<file path="config.mk">
export PLATFORM = sky130hd
export DESIGN_NAME = alu_op_sequencer
export DESIGN_NICKNAME = d
export VERILOG_FILES = /design/src/rtl/alu_pkg.sv /design/src/rtl/alu_ref_model.sv /design/src/rtl/alu_op_sequencer.sv
export SDC_FILE = /design/constraint.sdc
export NUM_CORES = 1
export LEC_CHECK = 0
export CAP_MARGIN = 0
export CORE_MARGIN = 10
export CORE_UTILIZATION = 41
export CTS_BUF_LIST = sky130_fd_sc_hd__clkbuf_8
export CTS_CLUSTER_DIAMETER = 120
export CTS_CLUSTER_SIZE = 30
export DETAILED_ROUTE_END_ITERATION = 10
export MAX_ROUTING_LAYER = met4
export PLACE_DENSITY = 0.8
export SETUP_SLACK_MARGIN = 0.02
export SLEW_MARGIN = 20
export SYNTH_ARGS = -nofsm -noshare
export SYNTH_HDL_FRONTEND = slang
export SYNTH_SLANG_ARGS = --single-unit
</file>
<file path="constraint.sdc">
create_clock -name CLK -period 1.9 [get_ports CLK]
set_input_delay 0.475 -clock CLK [delete_from_list [all_inputs] [get_ports CLK]]
set_output_delay 0.475 -clock CLK [all_outputs]
set_load 0.1 [all_outputs]
</file>
<file path="src/rtl/alu_pkg.sv">
// Shared opcode constants, legality check and sequencer state encoding for the
// 64-bit datapath ALU and its operation sequencer.
package alu_pkg;

   localparam logic [3:0] OP_AND   = 4'b0000;
   localparam logic [3:0] OP_OR    = 4'b0001;
   localparam logic [3:0] OP_ADD   = 4'b0010;
   localparam logic [3:0] OP_LSL   = 4'b0011;
   localparam logic [3:0] OP_LSR   = 4'b0100;
   localparam logic [3:0] OP_SUB   = 4'b0110;
   localparam logic [3:0] OP_PASSB = 4'b0111;

   typedef enum logic [1:0] {
      IDLE        = 2'd0,
      SETTLE_WAIT = 2'd1,
      RESP        = 2'd2
   } seqState_t;

   function automatic logic is_legal_op(input logic [3:0] op);
      logic legal;
      legal = 1'b0;
      case (op)
         OP_AND, OP_OR, OP_ADD, OP_LSL, OP_LSR, OP_SUB, OP_PASSB: legal = 1'b1;
         default:                                                legal = 1'b0;
      endcase
      return legal;
   endfunction

endpackage

</file>
<file path="src/rtl/alu_ref_model.sv">
// Combinational expected-result model of the ALU, used by the sequencer's
// optional self-check (ALU_SEQ_SELFCHECK_EN).
module alu_ref_model
   import alu_pkg::*;
#(
   parameter int n = 64
) (
   input  logic [3:0]   ALUCtrl,
   input  logic [n-1:0] A,
   input  logic [n-1:0] B,
   output logic [n-1:0] Expected
);

   // Shifts use the full B value, so any amount >= n yields zero.
   always_comb begin
      Expected = '0;
      case (ALUCtrl)
         OP_AND:   Expected = A & B;
         OP_OR:    Expected = A | B;
         OP_ADD:   Expected = A + B;
         OP_LSL:   Expected = A << B;
         OP_LSR:   Expected = A >> B;
         OP_SUB:   Expected = A - B;
         OP_PASSB: Expected = B;
         default:  Expected = '0;
      endcase
   end

endmodule

</file>
<file path="src/rtl/alu_op_sequencer.sv">
// Initiator for the combinational ALU: accepts a request, drives the ALU for a
// fixed settle window, then returns BusW/Zero. Optional checker: ALU_SEQ_SELFCHECK_EN.
module alu_op_sequencer
   import alu_pkg::*;
#(
   parameter int n      = 64,
   parameter int SETTLE = 3
) (
   input  logic         CLK,
   input  logic         Reset,
   input  logic         ReqValid,
   output logic         ReqReady,
   input  logic [3:0]   ReqCtrl,
   input  logic [n-1:0] ReqA,
   input  logic [n-1:0] ReqB,
   output logic [n-1:0] BusA,
   output logic [n-1:0] BusB,
   output logic [3:0]   ALUCtrl,
   input  logic [n-1:0] BusW,
   input  logic         Zero,
   output logic         RspValid,
   input  logic         RspReady,
   output logic [n-1:0] RspResult,
   output logic         RspZero,
   output logic         RspIllegal,
   output logic         RspMismatch
);

   localparam logic [3:0] SettleLoad = 4'(SETTLE - 1);

   seqState_t  state;
   logic [3:0] counter;

   // Decoded from registered state only; RspReady never reaches ReqReady.
   assign ReqReady = (state == IDLE);

   // NOTE: sequential state uses non-blocking assignments so every register
   // samples pre-edge values; the synchronous reset branch comes first to win.
   always_ff @(posedge CLK) begin
      if (Reset) begin
         state      <= IDLE;
         counter    <= '0;
         BusA       <= '0;
         BusB       <= '0;
         ALUCtrl    <= OP_AND;
         RspValid   <= 1'b0;
         RspResult  <= '0;
         RspZero    <= 1'b0;
         RspIllegal <= 1'b0;
      end else begin
         case (state)
            IDLE: begin
               if (ReqValid) begin
                  if (is_legal_op(ReqCtrl)) begin
                     BusA    <= ReqA;
                     BusB    <= ReqB;
                     ALUCtrl <= ReqCtrl;
                     counter <= SettleLoad;
                     state   <= SETTLE_WAIT;
                  end else begin
                     // Illegal op never reaches the ALU; answer immediately.
                     RspResult  <= '0;
                     RspZero    <= 1'b0;
                     RspIllegal <= 1'b1;
                     RspValid   <= 1'b1;
                     state      <= RESP;
                  end
               end
            end
            SETTLE_WAIT: begin
               if (counter == 4'd0) begin
                  RspResult  <= BusW;
                  RspZero    <= Zero;
                  RspIllegal <= 1'b0;
                  RspValid   <= 1'b1;
                  state      <= RESP;
               end else begin
                  counter <= counter - 4'd1;
               end
            end
            RESP: begin
               if (RspReady) begin
                  RspValid <= 1'b0;
                  state    <= IDLE;
               end
            end
            default: state <= IDLE;
         endcase
      end
   end

`ifdef ALU_SEQ_SELFCHECK_EN
   logic [n-1:0] expected;

   alu_ref_model #(.n(n)) uRefModel (
      .ALUCtrl  (ALUCtrl),
      .A        (BusA),
      .B        (BusB),
      .Expected (expected)
   );

   // Flag lives alongside RspValid: set at capture, cleared on handshake.
   always_ff @(posedge CLK) begin
      if (Reset) begin
         RspMismatch <= 1'b0;
      end else if (state == SETTLE_WAIT && counter == 4'd0) begin
         RspMismatch <= (BusW != expected) || (Zero != (BusW == '0));
      end else if (state == IDLE && ReqValid) begin
         RspMismatch <= 1'b0;
      end else if (state == RESP && RspReady) begin
         RspMismatch <= 1'b0;
      end
   end
`else
   assign RspMismatch = 1'b0;
`endif

endmodule

</file>
==> out/metrics.csv, run 1 <==
stage;metric;value;unit
clock_network;cts.clk_slew.worst_paths;0.17;ns
final_layout;fin_cells;1419;
clock_network;cts.htree.levels;1;
synth;yosys.area.top_type;dfxtp_1;
floorplanning;die_area;25100;um^2
timing;tightest_slew;0.677;ns
synth;synth_fp_nets;1027;
critical_path;cp_num_buf_inv;2;
placed_design;io_buffers;400;
drt;vias;8363;
timing;min_period_over_period;0.964;
critical_path;path_depth;3;
synth;yosys-top-cells-area;dfxtp_1, o31ai_1, a21oi_1;
synth;synth.most_common_cell;dfxtp_1;
critical_path;r2r-start;counter[0];
critical_path;cp-start-kind;flip-flop;
power;power;10.1;mW
floorplanning;die_y;158;um
status;status;finished, final reports clean;
final_layout;drive_above_1_share;0.246;
drt;ant_nets;0;
placed_design;dpl.cell_count;1398;
drt;drt-initial-drc-count;572;
floorplanning;die_x;158;um
drt;post_drt_wl_per_cell;24.5;um
critical_path;r2r_cells;7;
clock_network;holdBufCountCts;0;
critical_path;rr_endpoint;RspResult[43];
power;leakagePower;5.31;nW
synth;synth_area;7860;um^2
critical_path;cp_max_fo;8;
timing;layout_setup_ws;0.0682;ns
synth;yosysUniqueCellTypes;36;
placed_design;pre_cts_slack;-0.298;ns
synth;synth_edf_count;0;
synth;synth_simple_gate_area_frac;0.106;
power;worst_ir_drop_vdd;647;uV
floorplanning;core;18800;um^2
timing;hold_violations;0;
synth;async_reset_ff_frac;0;
synth;synth_ff_type;dfxtp_1;
synth;ys_seq_area_frac;0.522;
synth;synth_top_cell_area_share;0.522;
global_routing;grt_pass1_vias;8673;
critical_path;r2r_slack;0.12;ns
placed_design;hpwl;25.8;mm
clock_network;clock-sinks;205;
clock_network;clockBufferDepth;3;
critical_path;worstPathArrival;1.36;ns
power;power_density;692;nW/um^2
critical_path;path_delay_family;flip-flops;
timing;fin_worst_hold_slack;0.227;ns
synth;synth_fa_ha_area_frac;0.00318;
synth;synth-seq-cells;205;
floorplanning;std_cell_rows;50;
timing;rsz0062_at_grt;false;
timing;fin_crit;1.83;ns
clock_network;cts_buffers;10;
critical_path;critPathCaptureType;primary output;
critical_path;worstPathCellList;buf_4 -> nor2_4 -> buf_12;
worst_hold_path;min_from;Reset;
timing;fin_skew;0.0102;ns
critical_path;max_stage_delay;0.38;ns
floorplanning;initial_core_util;0.419;
critical_path;cp.required;1.42;ns
synth;synth_top_family_by_area;compound AO/OA/AOI/OAI gates;
synth;synth-compound-area-share;0.304;
synth;ys_top_cells_by_count;dfxtp_1, a21oi_1, nand3_1, o31ai_1, clkbuf_1;
global_routing;overflow;0;
global_routing;grt_max_degree;81;
timing;fmax;546;MHz
floorplanning;pin_count;402;
clock_network;cts_tree;built;
synth;yosysWarnings;0;
global_routing;antenna_found_initial;4;
drt;drcViolationCount;0;
synth;synthCells;824;
synth;muxShareOfSynthArea;0.00143;
final_layout;final_nets;1384;
drt;wl;34.7;mm
worst_hold_path;whs_path_depth;4;
placed_design;place.gp.congestion;0.858;
final_layout;area_growth;85.5;%
timing;timing.slew.headroom;0.549;
synth;synth-xor-area-share;0;
global_routing;grt_usage;0.267;
run;maxCapViolations;0;
critical_path;critical_path_class;reg2out;
timing;setup_viol_count_final;0;
drt;viasPerCell;5.89;
global_routing;grt_pass1_wl;51.8;mm
clock_network;worstSkewPairLatency;0.51;ns
worst_hold_path;hold_end;state[0];
final_layout;final_area;14600;um^2
worst_hold_path;hp-class;in2reg;
drt;drtPass1Iterations;6;
timing;slew_viol_final;0;
placed_design;dpl_cell_area;14300;um^2
clock_network;cts-root-buf;clkbuf_8;
synth;avgSynthCellArea;9.54;um^2
critical_path;cpMaxStageDelayCell;dfxtp_2;
[final cells by class]
| type | count | area (um^2) |
|---|---|---|
| Timing Repair Buffer | 458 | 6670 |
| Fill cell | 1179 | 4190 |
| Sequential cell | 205 | 4110 |
| Multi-Input combinational cell | 501 | 3320 |
| Tap cell | 234 | 293 |
| Clock buffer | 11 | 151 |
| Inverter | 5 | 18.8 |
| Antenna cell | 4 | 10.0 |
| Clock inverter | 1 | 7.51 |
[worst max path at each step]
| stage | from | end | slack (ns) |
|---|---|---|---|
| floorplan | counter[0] | RspResult[13] | 0.15 |
| global placement | ReqValid | BusB[9] | -0.20 |
| detailed placement | ReqValid | BusB[23] | -0.30 |
| CTS | counter[0] | RspResult[48] | 0.03 |
| global route | state[0] | ReqReady | 0.03 |
| finish | state[0] | ReqReady | 0.07 |
[per-stage QoR]
stage          utilization  TNS (ns)
2_1_floorplan            -         0
3_3_place_gp         0.762    -34.21
3_5_place_dp         0.762    -41.59
4_1_cts              0.776         0
5_1_grt              0.777         0
6_report             0.777         0
[cells by family (layout without fill, tap and decap cells)]
group | after synthesis | count (layout)
AO/OA/AOI/OAI | 341 | 341
buffers and inverters | 118 | 475
other | 1 | 5
flip-flops | 205 | 205
multiplexers | 1 | 1
adder cells (fa/ha/maj) | 2 | 2
AND/OR/NAND/NOR | 156 | 156
[tightest hold or removal path, stage by stage]
cell     delay, ns
buf_4         0.12
inv_2         0.05
nand2_1       0.05
nor2_1        0.03
[flip-flops by register name, indices dropped and copies added, names as in the netlist]
name        cells
ALUCtrl         4
RspResult      64
counter         4
RspIllegal      1
state           2
RspZero         1
BusB           64
BusA           64
RspValid        1
[metal layers]
metal  wire, um  vias to the layer above  track usage  share of wire
met5          0                        -            -              0
li1           -                     3858            -              -
met4       1260                        0        0.105          0.036
met2      17800                      408        0.454           0.51
met3       3560                       67       0.0923           0.10
met1      12200                     4030        0.281           0.35
[where the power goes]
| part | switching [mW] | internal, mW |
|---|---|---|
| Clock | 1.31 | 0.535 |
| Sequential | 0.217 | 4.50 |
| Combinational | 2.15 | 1.39 |
[repair_timing]
item,in CTS,in global routing
pin swaps,2,1
endpoints found under the setup margin,66,48
cloned,2,0
setup buffers,2,1
gates resized for setup,9,4
[cell usage in the layout, fill, tap and decap left out, types with 2 or more instances in the layout]
cell type,count
clkbuf_8,11
nor4bb_1,2
o21ai_0,2
nand3b_1,2
a21oi_1,135
or4_1,2
dfxtp_2,3
diode_2,4
nor2b_1,3
a211oi_1,2
inv_2,3
buf_12,215
nand3_1,131
inv_1,2
a32o_1,65
nor2_1,2
buf_16,2
or3b_4,2
clkdlybuf4s50_1,198
buf_4,42
o31ai_1,131
dfxtp_1,202
nand2_1,3
(Power assumes the default switching activity.)
==> inputs of run 2 (changes only) <==
--- a/config.mk
+++ b/config.mk
@@ -7,13 +7,12 @@
 export LEC_CHECK = 0
 export CAP_MARGIN = 0
 export CORE_MARGIN = 10
-export CORE_UTILIZATION = 41
-export CTS_BUF_LIST = sky130_fd_sc_hd__clkbuf_8
+export CORE_UTILIZATION = 40
 export CTS_CLUSTER_DIAMETER = 120
 export CTS_CLUSTER_SIZE = 30
 export DETAILED_ROUTE_END_ITERATION = 10
 export MAX_ROUTING_LAYER = met4
-export PLACE_DENSITY = 0.8
+export PLACE_DENSITY = 0.79
 export SETUP_SLACK_MARGIN = 0.02
 export SLEW_MARGIN = 20
 export SYNTH_ARGS = -nofsm -noshare
==> out/metrics.csv, run 2 (synthesis results as in run 1) <==
stage;metric;value;unit
timing;rsz0062_at_grt;true;
timing;slew_viol_final;0;
global_routing;grt_pass1_vias;8790;
drt;drcViolationCount;0;
placed_design;io_buffers;400;
timing;layout_setup_ws;0.0678;ns
placed_design;hpwl;24.8;mm
clock_network;cts-root-buf;clkbuf_16;
timing;fmax;546;MHz
global_routing;grt_max_degree;103;
final_layout;reg_top3;BusA x64, BusB x64, RspResult x64;
final_layout;final_common_cell;buf_12;
run;maxCapViolations;0;
status;status;finished, final reports clean;
critical_path;max_stage_delay;0.42;ns
drt;vias;8379;
clock_network;clock-sinks;205;
critical_path;cp.required;2.31;ns
worst_hold_path;hp-class;in2reg;
timing;tightest_slew;1.06;ns
final_layout;fin_cells;1454;
timing;fin_worst_hold_slack;0.337;ns
critical_path;cp_max_fo;16;
drt;drtPass1Iterations;5;
timing;hold_violations;0;
global_routing;grt_usage;0.253;
placed_design;place.gp.congestion;0.852;
placed_design;dpl.cell_count;1429;
clock_network;cts.htree.levels;1;
power;power;10.7;mW
global_routing;overflow;0;
floorplanning;initial_core_util;0.405;
critical_path;path_delay_family;simple AND/OR/NAND/NOR gates;
clock_network;worstSkewPairLatency;0.47;ns
drt;viasPerCell;5.76;
power;leakagePower;5.40;nW
final_layout;nFillCells;1258;
critical_path;critical_path_class;reg2reg;
power;worst_ir_drop_vdd;580;uV
clock_network;cts.clk_slew.worst_paths;0.11;ns
clock_network;holdBufCountCts;0;
clock_network;cts_tree;built;
critical_path;cpMaxStageDelayCell;or3b_4;
timing;fin_skew;0.0171;ns
global_routing;antenna_found_initial;5;
critical_path;worstPathCellList;inv_2 -> ha_4 -> or3b_4 -> nor3_4 -> buf_6 -> bufbuf_16 -> a32o_1;
floorplanning;die_area;25600;um^2
global_routing;grt_pass1_wl;51.2;mm
final_layout;drive_above_1_share;0.247;
floorplanning;pin_count;402;
clock_network;clockBufferDepth;3;
final_layout;area_growth;88.6;%
floorplanning;std_cell_rows;51;
final_layout;final_cell_mix;buf_12, dfxtp_1, clkdlybuf4s50_1;
drt;wl;33.8;mm
floorplanning;core;19400;um^2
final_layout;final_nets;1387;
final_layout;utilization;0.764;
clock_network;cts_buffers;10;
drt;drt-initial-drc-count;579;
critical_path;cp_num_buf_inv;3;
placed_design;pre_cts_slack;-0.271;ns
timing;min_period_over_period;0.964;
floorplanning;die_y;160;um
drt;ant_nets;0;
critical_path;worstPathArrival;2.24;ns
critical_path;cp-start-kind;flip-flop;
timing;fin_crit;1.83;ns
floorplanning;die_x;160;um
power;power_density;722;nW/um^2
drt;post_drt_wl_per_cell;23.2;um
timing;timing.slew.headroom;0.295;
timing;setup_viol_count_final;0;
critical_path;critPathCaptureType;flip-flop;
## run 2: worst min-delay path, delay by kind of cell
kind	cells	cell delay (ns)
AND/OR/NAND/NOR	2	0.10
buffers and inverters	2	0.19
## run 2: worst paths after layout
path	start	to	slack [ns]	depth (start not counted)
setup / recovery	counter[0]	RspResult[21]	0.07	7
hold / removal	Reset	state[0]	0.34	4
setup reg to reg	counter[0]	RspResult[21]	0.07	7
hold reg to reg	BusA[55]	BusA[55]	0.51	2
## run 2: report_power, final
| part | leakage [nW] | switching [mW] | internal, mW |
|---|---|---|---|
| combinational | 3.60 | 2.15 | 1.42 |
| clock | 0.136 | 1.38 | 1.05 |
| sequential | 1.67 | 0.214 | 4.49 |
## run 2: final cells by class
class	instances	area [um^2]	area share
diodes	5	12.5	0.000844
flip-flops and latches	205	4110	0.277
repair buffers	461	6750	0.455
clock inverters	1	7.51	0.000507
inverters	5	18.8	0.00127
multi-input cells	501	3320	0.224
well taps	265	332	0.0224
clock buffers	11	275	0.0186
## run 2: metal layers
layer,up-vias,global-route usage,share of wire
li1,3866,-,-
met1,4038,0.264,0.36
met2,395,0.415,0.50
met3,80,0.100,0.096
met4,0,0.115,0.048
met5,-,-,0
## run 2: metrics by stage
stage	instance area, um^2	setup TNS (ns)
after global routing	14800	-0.0251
after global placement	14400	-35.95
final	14800	0
after floorplan	7860	0
after detailed placement	14400	-41.33
after CTS	14800	0
## run 2: what timing repair did
item,in CTS,in global routing
pin swaps,1,1
endpoints found under the setup margin,67,50
gates resized for setup,7,3
buffers inserted,3,3
gates cloned,2,0
==> inputs of run 3 (changes only) <==
--- a/config.mk
+++ b/config.mk
@@ -7,12 +7,12 @@
 export LEC_CHECK = 0
 export CAP_MARGIN = 0
 export CORE_MARGIN = 10
-export CORE_UTILIZATION = 40
+export CORE_UTILIZATION = 43
 export CTS_CLUSTER_DIAMETER = 120
 export CTS_CLUSTER_SIZE = 30
 export DETAILED_ROUTE_END_ITERATION = 10
 export MAX_ROUTING_LAYER = met4
-export PLACE_DENSITY = 0.79
+export PLACE_DENSITY = 0.84
 export SETUP_SLACK_MARGIN = 0.02
 export SLEW_MARGIN = 20
 export SYNTH_ARGS = -nofsm -noshare
==> constraint.sdc (replaced) <==
create_clock -name CLK -period 2.35 [get_ports CLK]
set_input_delay 0.5875 -clock CLK [delete_from_list [all_inputs] [get_ports CLK]]
set_output_delay 0.5875 -clock CLK [all_outputs]
set_load 0.1 [all_outputs]
==> out/metrics.csv, run 3 (synthesis results as in run 1) <==
stage;metric;value;unit
timing;tightest_slew;0.535;ns
final_layout;nFillCells;1426;
drt;ant_nets;0;
drt;drt-initial-drc-count;597;
power;pwr-share-clk;0.241;
final_layout;final_nets;1357;
global_routing;overflow;0;
final_layout;seq_area;4100;um^2
final_layout;multi_input_area;3290;um^2
floorplanning;die_x;155;um
critical_path;critical_path_class;reg2out;
timing;timing.slew.headroom;0.644;
final_layout;final_cell_mix;buf_4, dfxtp_1, clkdlybuf4s50_1;
drt;wl;30.5;mm
clock_network;cts.clk_slew.worst_paths;0.11;ns
final_layout;area_growth;51.8;%
clock_network;clock-sinks;205;
power;p_sw_frac;0.357;
power;power_switching;2.89;mW
clock_network;worstSkewPairLatency;0.47;ns
placed_design;place.gp.congestion;0.843;
drt;viasPerCell;5.87;
global_routing;antenna_found_initial;0;
timing;slew_viol_final;0;
floorplanning;initial_core_util;0.437;
placed_design;dpl_cell_area;11600;um^2
critical_path;r2r_slack;0.43;ns
critical_path;worstPathCellList;nor2_1 -> buf_12;
timing;fin_crit;1.94;ns
clock_network;cts.htree.levels;1;
placed_design;pre_cts_slack;0.0159;ns
timing;layout_setup_ws;0.407;ns
drt;drcViolationCount;0;
clock_network;cts_buffers;10;
final_layout;final_common_cell;buf_4;
floorplanning;die_y;155;um
final_layout;diodes;0;
floorplanning;std_cell_rows;49;
timing;hold_violations;0;
floorplanning;core;18000;um^2
final_layout;fin_cells;1383;
clock_network;holdBufCountCts;0;
placed_design;hpwl;22.0;mm
clock_network;cts-root-buf;clkbuf_16;
critical_path;cpMaxStageDelayCell;dfxtp_1;
floorplanning;pin_count;402;
global_routing;grt_max_degree;103;
drt;post_drt_wl_per_cell;22.1;um
critical_path;worstPathArrival;1.36;ns
clock_network;cts_setup_buffers;0;
clock_network;clockBufferDepth;3;
power;power.share.combinational;0.299;
drt;drtPass1Iterations;5;
run;maxCapViolations;0;
timing;setup_viol_count_final;0;
timing;tns;0;ns
power;worst_ir_drop_vdd;557;uV
global_routing;grt_pass1_wl;45.9;mm
drt;vias;8120;
final_layout;final_area;11900;um^2
worst_hold_path;hp-class;reg2reg;
placed_design;io_buffers;400;
critical_path;cp.required;1.76;ns
clock_network;cts_resized;0;
critical_path;critPathCaptureType;primary output;
power;power_density;678;nW/um^2
timing;rsz0062_at_grt;false;
timing;fmax;515;MHz
clock_network;cts_tree;built;
critical_path;max_stage_delay;0.56;ns
critical_path;cp-start-kind;flip-flop;
critical_path;cp_max_fo;10;
global_routing;grt_pass1_vias;8049;
floorplanning;die_area;24100;um^2
status;status;finished, final reports clean;
power;p_int;5.20;mW
global_routing;grt_usage;0.238;
final_layout;drive_above_1_share;0.222;
final_layout;reg_top3;BusA x64, BusB x64, RspResult x64;
timing;fin_skew;0.0147;ns
placed_design;dpl.cell_count;1371;
timing;min_period_over_period;0.827;
power;p_seq_frac;0.460;
power;leakagePower;4.65;nW
==> run 3: worst max-delay path: cells and delay by family (launching register included) <==
family	cells	cell delay (ns)
buffers and inverters	1	0.19
and+or+nand+nor	1	0.14
DFF	1	0.56
==> run 3: per-stage QoR <==
step | hold WS, ns | util | power (mW)
detailed placement | 0.459 | 0.648 | 6.21
global route | 0.489 | 0.664 | 8.35
finish | 0.470 | 0.664 | 8.08
global placement | 0.446 | 0.648 | 6.19
floorplan | 0.499 | - | 5.39
CTS | 0.475 | 0.664 | 8.15
==> run 3: final timing paths <==
kind | to | startpoint | depth (start not counted)
worst max-delay path | ReqReady | state[1] | 2
worst min-delay path | RspValid | RspValid | 2
worst max register to register | RspResult[17] | counter[0] | 6
worst min register to register | RspValid | RspValid | 2
==> run 3: per-layer routing <==
metal / global-route usage / vias to the layer above / share of wire
li1: - / 3804 / -
met1: 0.261 / 3872 / 0.37
met2: 0.398 / 391 / 0.49
met3: 0.0835 / 53 / 0.11
met4: 0.0784 / 0 / 0.033
met5: - / - / 0
==> run 3: final cells by class <==
cell class / count / share of cell area
clock buffer: 11 / 0.0231
clock inverter: 1 / 0.000629
sequential: 205 / 0.344
tap: 229 / 0.0240
inverter: 5 / 0.00157
timing repair buffer: 431 / 0.331
multi-input combinational: 501 / 0.276
==> run 3: power by group through the flow <==
| stage | registers [mW] | logic, mW | clock network (mW) |
|---|---|---|---|
| detailed placement | 3.80 | 2.41 | 0 |
| floorplan | 4.85 | 0.535 | 0 |
| CTS | 3.72 | 2.42 | 2.01 |
| global placement | 3.79 | 2.40 | 0 |
| finish | 3.72 | 2.41 | 1.95 |
| global route | 3.74 | 2.51 | 2.10 |
